--- src/rtl/vid_pkg.sv ---
`default_nettype none
// ============================================================================
//  vid_pkg
//  Shared axis phase encoding and default 640x480@60 timing constants.
//  Revision: 1.0
// ============================================================================
package vid_pkg;

    typedef enum logic [1:0] {
        PH_ACTIVE = 2'd0,
        PH_FRONT  = 2'd1,
        PH_SYNC   = 2'd2,
        PH_BACK   = 2'd3
    } vid_phase_e;

    localparam int c_CW = 12;

    localparam int c_H_ACTIVE = 640;
    localparam int c_H_FP     = 16;
    localparam int c_H_SYNC   = 96;
    localparam int c_H_BP     = 48;

    localparam int c_V_ACTIVE = 480;
    localparam int c_V_FP     = 10;
    localparam int c_V_SYNC   = 2;
    localparam int c_V_BP     = 33;

endpackage
`default_nettype wire

--- src/rtl/vid_axis_ctr.sv ---
`default_nettype none
// ============================================================================
//  vid_axis_ctr
//  One timing axis: position counter, ACTIVE/FRONT/SYNC/BACK phase FSM, wrap.
//  Revision: 1.0
// ============================================================================
module vid_axis_ctr
    import vid_pkg::*;
#(
    parameter int ACTIVE = c_H_ACTIVE,
    parameter int FP     = c_H_FP,
    parameter int SYNC   = c_H_SYNC,
    parameter int BP     = c_H_BP
) (
    input  logic            clk,
    input  logic            reset,
    input  logic            i_clear,
    input  logic            i_step,
    output logic [c_CW-1:0] o_count,
    output vid_phase_e      o_phase_nxt,
    output logic            o_wrap
);

    localparam int TOTAL = ACTIVE + FP + SYNC + BP;

    localparam logic [c_CW-1:0] c_END_ACT  = c_CW'(ACTIVE - 1);
    localparam logic [c_CW-1:0] c_END_FP   = c_CW'(ACTIVE + FP - 1);
    localparam logic [c_CW-1:0] c_END_SYNC = c_CW'(ACTIVE + FP + SYNC - 1);
    localparam logic [c_CW-1:0] c_END_BACK = c_CW'(TOTAL - 1);

    logic [c_CW-1:0] r_count;
    logic [c_CW-1:0] w_count_nxt;
    vid_phase_e      r_phase;
    vid_phase_e      w_phase_nxt;

    assign o_wrap      = (r_count == c_END_BACK);
    assign o_count     = r_count;
    assign o_phase_nxt = w_phase_nxt;

    always_ff @(posedge clk) begin
        if (reset) begin
            r_count <= '0;
            r_phase <= PH_ACTIVE;
        end else begin
            r_count <= w_count_nxt;
            r_phase <= w_phase_nxt;
        end
    end

    // Phase advances on the step that leaves the last index of its region,
    // so phase and count always describe the same position.
    always_comb begin
        w_count_nxt = r_count;
        w_phase_nxt = r_phase;
        if (i_clear) begin
            w_count_nxt = '0;
            w_phase_nxt = PH_ACTIVE;
        end else if (i_step) begin
            w_count_nxt = o_wrap ? '0 : r_count + 1'b1;
            case (r_phase)
                PH_ACTIVE: if (r_count == c_END_ACT)  w_phase_nxt = PH_FRONT;
                PH_FRONT:  if (r_count == c_END_FP)   w_phase_nxt = PH_SYNC;
                PH_SYNC:   if (r_count == c_END_SYNC) w_phase_nxt = PH_BACK;
                PH_BACK:   if (r_count == c_END_BACK) w_phase_nxt = PH_ACTIVE;
                default:   w_phase_nxt = PH_ACTIVE;
            endcase
        end
    end

endmodule
`default_nettype wire

--- src/rtl/vid_timing.sv ---
`default_nettype none
// ============================================================================
//  vid_timing
//  Raster timing generator: pixel strobe, h/v counters, blanking and sync.
//  Revision: 1.0
// ============================================================================
module vid_timing
    import vid_pkg::*;
#(
    parameter int H_ACTIVE = c_H_ACTIVE,
    parameter int H_FP     = c_H_FP,
    parameter int H_SYNC   = c_H_SYNC,
    parameter int H_BP     = c_H_BP,
    parameter int V_ACTIVE = c_V_ACTIVE,
    parameter int V_FP     = c_V_FP,
    parameter int V_SYNC   = c_V_SYNC,
    parameter int V_BP     = c_V_BP,
    parameter int PIX_DIV  = 4,
    parameter int SYNC_POL = 0
) (
    input  logic            clk,
    input  logic            reset,
    input  logic            run,
    output logic            enable,
    output logic            hsync,
    output logic            vsync,
    output logic            hblank,
    output logic            vblank,
    output logic [c_CW-1:0] hcount,
    output logic [c_CW-1:0] vcount,
    output logic            frame_start
);

    localparam int H_TOTAL = H_ACTIVE + H_FP + H_SYNC + H_BP;
    localparam int V_TOTAL = V_ACTIVE + V_FP + V_SYNC + V_BP;

    localparam logic [3:0] c_DIV_LAST = 4'(PIX_DIV - 1);
    localparam logic       c_SYNC_ON  = (SYNC_POL != 0);

    generate
        if (H_ACTIVE < 1 || H_FP < 1 || H_SYNC < 1 || H_BP < 1 ||
            V_ACTIVE < 1 || V_FP < 1 || V_SYNC < 1 || V_BP < 1 ||
            H_TOTAL > 4096 || V_TOTAL > 4096 ||
            PIX_DIV < 1 || PIX_DIV > 16) begin : g_bad_params
            $error("vid_timing: illegal timing parameters");
        end
    endgenerate

    logic [3:0]  r_div;
    logic        r_enable;
    logic        r_frame_start;
    logic        r_hblank;
    logic        r_vblank;
    logic        r_hsync;
    logic        r_vsync;
    logic        w_tick;
    logic        w_idle;
    logic        w_h_wrap;
    logic        w_v_wrap;
    vid_phase_e  w_h_phase_nxt;
    vid_phase_e  w_v_phase_nxt;

    assign w_idle = ~run;
    assign w_tick = run && (r_div == c_DIV_LAST);

    // Counters step on the clk that carries a strobe, so between strobes they
    // already hold the pixel the next strobe will present.
    vid_axis_ctr #(
        .ACTIVE (H_ACTIVE),
        .FP     (H_FP),
        .SYNC   (H_SYNC),
        .BP     (H_BP)
    ) u_h_axis (
        .clk         (clk),
        .reset       (reset),
        .i_clear     (w_idle),
        .i_step      (r_enable),
        .o_count     (hcount),
        .o_phase_nxt (w_h_phase_nxt),
        .o_wrap      (w_h_wrap)
    );

    vid_axis_ctr #(
        .ACTIVE (V_ACTIVE),
        .FP     (V_FP),
        .SYNC   (V_SYNC),
        .BP     (V_BP)
    ) u_v_axis (
        .clk         (clk),
        .reset       (reset),
        .i_clear     (w_idle),
        .i_step      (r_enable & w_h_wrap),
        .o_count     (vcount),
        .o_phase_nxt (w_v_phase_nxt),
        .o_wrap      (w_v_wrap)
    );

    always_ff @(posedge clk) begin
        if (reset || !run) begin
            r_div         <= '0;
            r_enable      <= 1'b0;
            r_frame_start <= 1'b0;
            r_hblank      <= 1'b1;
            r_vblank      <= 1'b1;
            r_hsync       <= ~c_SYNC_ON;
            r_vsync       <= ~c_SYNC_ON;
        end else begin
            r_div         <= w_tick ? '0 : r_div + 1'b1;
            r_enable      <= w_tick;
            // With PIX_DIV = 1 the counters step on the same edge as the
            // new strobe, so the origin is reached through a double wrap.
            r_frame_start <= w_tick && (r_enable ? (w_h_wrap && w_v_wrap)
                                                 : (hcount == '0 && vcount == '0));
            r_hblank      <= (w_h_phase_nxt != PH_ACTIVE);
            r_vblank      <= (w_v_phase_nxt != PH_ACTIVE);
            r_hsync       <= (w_h_phase_nxt == PH_SYNC) ? c_SYNC_ON : ~c_SYNC_ON;
            r_vsync       <= (w_v_phase_nxt == PH_SYNC) ? c_SYNC_ON : ~c_SYNC_ON;
        end
    end

    assign enable      = r_enable;
    assign frame_start = r_frame_start;
    assign hblank      = r_hblank;
    assign vblank      = r_vblank;
    assign hsync       = r_hsync;
    assign vsync       = r_vsync;

endmodule
`default_nettype wire

--- config.mk ---
export PLATFORM = sky130hd
export DESIGN_NAME = vid_timing
export DESIGN_NICKNAME = d
export VERILOG_FILES = /design/src/rtl/vid_pkg.sv /design/src/rtl/vid_axis_ctr.sv /design/src/rtl/vid_timing.sv
export SDC_FILE = /design/constraint.sdc
export NUM_CORES = 1
export LEC_CHECK = 0
export CAP_MARGIN = 15
export CORE_UTILIZATION = 52
export DETAILED_ROUTE_END_ITERATION = 6
export PLACE_DENSITY = 0.79
export SLEW_MARGIN = 20
export SYNTH_ARGS = -nofsm -noshare
export SYNTH_HDL_FRONTEND = slang
export SYNTH_SLANG_ARGS = --single-unit
--- constraint.sdc ---
create_clock -name clk -period 2.6 [get_ports clk]
set_input_delay 0.52 -clock clk [delete_from_list [all_inputs] [get_ports clk]]
set_output_delay 0.52 -clock clk [all_outputs]
set_load 0.03 [all_outputs]
==> out/results.ini <==
[outcome]
status = completed

[timing]
rsz0062_at_grt = no
hold_violations = 0
drv_slew = 0
finalSetupTns_ps = 0
max-slew-margin-rel = 0.639
fmax_mhz = 438
setup_viol = 0
worst_pin_slew_ps = 538
min_period_ps = 2290
fin_worst_skew_ps = 6.61
layout_worst_path_cycle_share = 0.879

[power_and_ir_drop]
switching_share = 0.212
clockPowerShare = 0.392
powerDensity_mw_per_mm2 = 444
vdd_drop_max_v = 0.000235
sequentialPowerShare = 0.582
switchingPower_w = 0.000214
p_comb_frac = 0.026
p_int_w = 0.000794
cellLeakagePower_nw = 0.819

[synthesis]
yosys.cell_types.count = 38
synth-simple-area-share = 0.323
synth_xor_xnor_area_share = 0.105
async_reset_ff_frac = 0
synth_seq_area_share = 0.416
synth_top_family_by_area = simple AND/OR/NAND/NOR gates
synth_fp_nets = 215
synthTopCellsByArea = dfxtp_1 (42%), nor2_1 (7.8%), xor2_1 (6.2%)
synth.cell_area_mm2 = 0.00183
avgSynthCellArea_um2 = 8.89
synthAdderAreaFrac = 0.0410
synth_top_cell_by_area = dfxtp_1
yosys_most_used_dff = dfxtp_1
ys_ff_latch = 38
synthCells = 206
synthMuxAreaShare = 0.0116
ys_warn_count = 0
yosysTopAreaCellShare = 0.416
synth_compound_area_frac = 0.0677
synth_edf_count = 0

[clock_network]
clock_sinks = 38
root_buffer = clkbuf_4
holdBufCountCts = 0
clock_path_buffers = 2
post_cts_buffers = 0
clk_pin_slew_ps = 110
htree_levels = 2
cts_made_buffers = 5
cts_tree = yes
clk_latency_ps = 340
cts_resized = 0

[critical_path]
end_kind = flip-flop
crit_type = flip-flop to flip-flop
rrSetupSlack_ps = 310
critical_path.startpoint = u_h_axis.o_count[5]$_SDFFE_PP0P_
rr_worst_depth = 6
critPathRequiredTime_ps = 2830
cp.arrival_ps = 2510
r2r_end = u_v_axis.o_count[11]$_SDFFE_PP0N_
cp_max_fo = 9
worst_setup_path_start_kind = flip-flop
reg2reg_from = u_h_axis.o_count[5]$_SDFFE_PP0P_

[placed_design]
port_buffers = 32
dp_hpwl_mm = 2.72
placedInstanceArea_mm2 = 0.00219
place.gp.congestion = 0.805

[drt]
drc = 0
drt.antenna.violating_nets = 0
wl_mm = 3.73
avgViaCountPerCell = 5.39
drt_iter0_markers = 79
wl_per_cell_um = 13.0
firstDrtPassIters = 4
via_count = 1551

[floorplan]
rows = 21
start_util = 0.544
die_w_um = 61.3
die-area_mm2 = 0.00376
core_area_mm2 = 0.00336
io_pins = 33
die_y_um = 61.3

[min_path]
min_path_type = flip-flop to flip-flop
worstHoldStart = r_div[0]$_SDFF_PP0_
whs_path_depth = 1
whs_endpoint = r_div[0]$_SDFF_PP0_

[final_layout]
drive_gt1_frac = 0.0826
syn2layout_area_growth_pct = 24.0
final_cell_mix = nor2_1 (38), dfxtp_1 (38), clkdlybuf4s50_1 (32), nand2_1 (17), xor2_1 (13)
nets = 250
stdcell_area_mm2 = 0.00227
utilization = 0.675
diodes = 0

[global_route]
grt_pass1_wl_mm = 5.86
overflow = 0
grt_max_degree = 13
grt_usage = 0.212
grt_antenna_before_repair = 0
grt_pass1_vias = 1309

[run]
cap_viol_max_count = 0

critical path, cell delays in order, from the launching register on:
cell,delay (ps)
dfxtp_1,410
or4_4,590
nor4_4,540
buf_4,260
and4_1,210
xnor2_1,110
nor2_1,50
flip-flops by register name (all words and copies together), names as in the netlist:
name	count
u_h_axis.o_count	12
u_v_axis.o_count	12
u_v_axis.r_phase	2
hblank	1
vblank	1
r_div	4
hsync	1
enable	1
u_h_axis.r_phase	2
frame_start	1
vsync	1
worst max path at each step:
stage	slack [ps]	depth (start not counted)	to
2_1_floorplan	390	5	vblank$_SDFF_PP1_
3_3_place_gp	430	6	u_v_axis.o_count[11]$_SDFFE_PP0N_
3_5_place_dp	350	6	u_v_axis.o_count[11]$_SDFFE_PP0N_
4_1_cts	330	6	u_v_axis.o_count[11]$_SDFFE_PP0N_
5_1_grt	230	6	u_v_axis.o_count[11]$_SDFFE_PP0N_
6_report	310	6	u_v_axis.o_count[11]$_SDFFE_PP0N_
through the flow:
stage	worst slack, ps	power [W]	instances	hold WS [ps]
6_report	315	0.00101	288	447
5_1_grt	229	0.00104	288	484
4_1_cts	335	0.00102	288	451
3_5_place_dp	351	0.000626	280	435
3_3_place_gp	429	0.000625	280	430
2_1_floorplan	387	0.000614	206	417
metal layers:
metal	up-vias	routed length, um	track usage
li1	789	-	-
met1	727	1860	0.290
met2	30	1660	0.317
met3	5	152	0.0651
met4	0	51	0.0794
met5	-	0	0
cell type report:
class / count / area (um^2)
Clock buffer: 5 / 37.5
Sequential cell: 38 / 761
Fill cell: 312 / 1090
Timing Repair Buffer: 35 / 343
Inverter: 7 / 26.3
Clock inverter: 3 / 40.0
Multi-Input combinational cell: 154 / 1000
Tap cell: 46 / 57.6
cell usage after synthesis (2+ instances only):
cell,instances
nor2b_1,3
nor4_1,3
nand3_1,12
o21ai_0,2
nor3_1,4
and4_1,5
dfxtp_1,38
nor4b_1,2
and4b_1,3
xnor2_1,9
ha_1,6
and3_1,8
nand4_1,7
or4_4,2
nor2_1,38
xor2_1,13
a21oi_1,4
a31oi_1,2
inv_1,7
nand2_1,17
clkbuf_1,4
power by group through the flow:
stage	clock network [W]	logic, W	registers, W
after detailed placement	0	0.0000257	0.000600
after floorplan	0	0.0000112	0.000603
after CTS	0.000404	0.0000259	0.000587
after global placement	0	0.0000257	0.000600
final	0.000395	0.0000259	0.000587
after global routing	0.000427	0.0000281	0.000587
kinds of logic (layout without fill, tap and decap cells):
logic type / after synthesis / in the layout
compound gates: 15 / 15
xor+xnor: 22 / 22
buf+inv: 14 / 50
fa+ha+maj: 6 / 6
flops: 38 / 38
mux: 2 / 2
simple gates: 109 / 109
(Power assumes the default switching activity.)
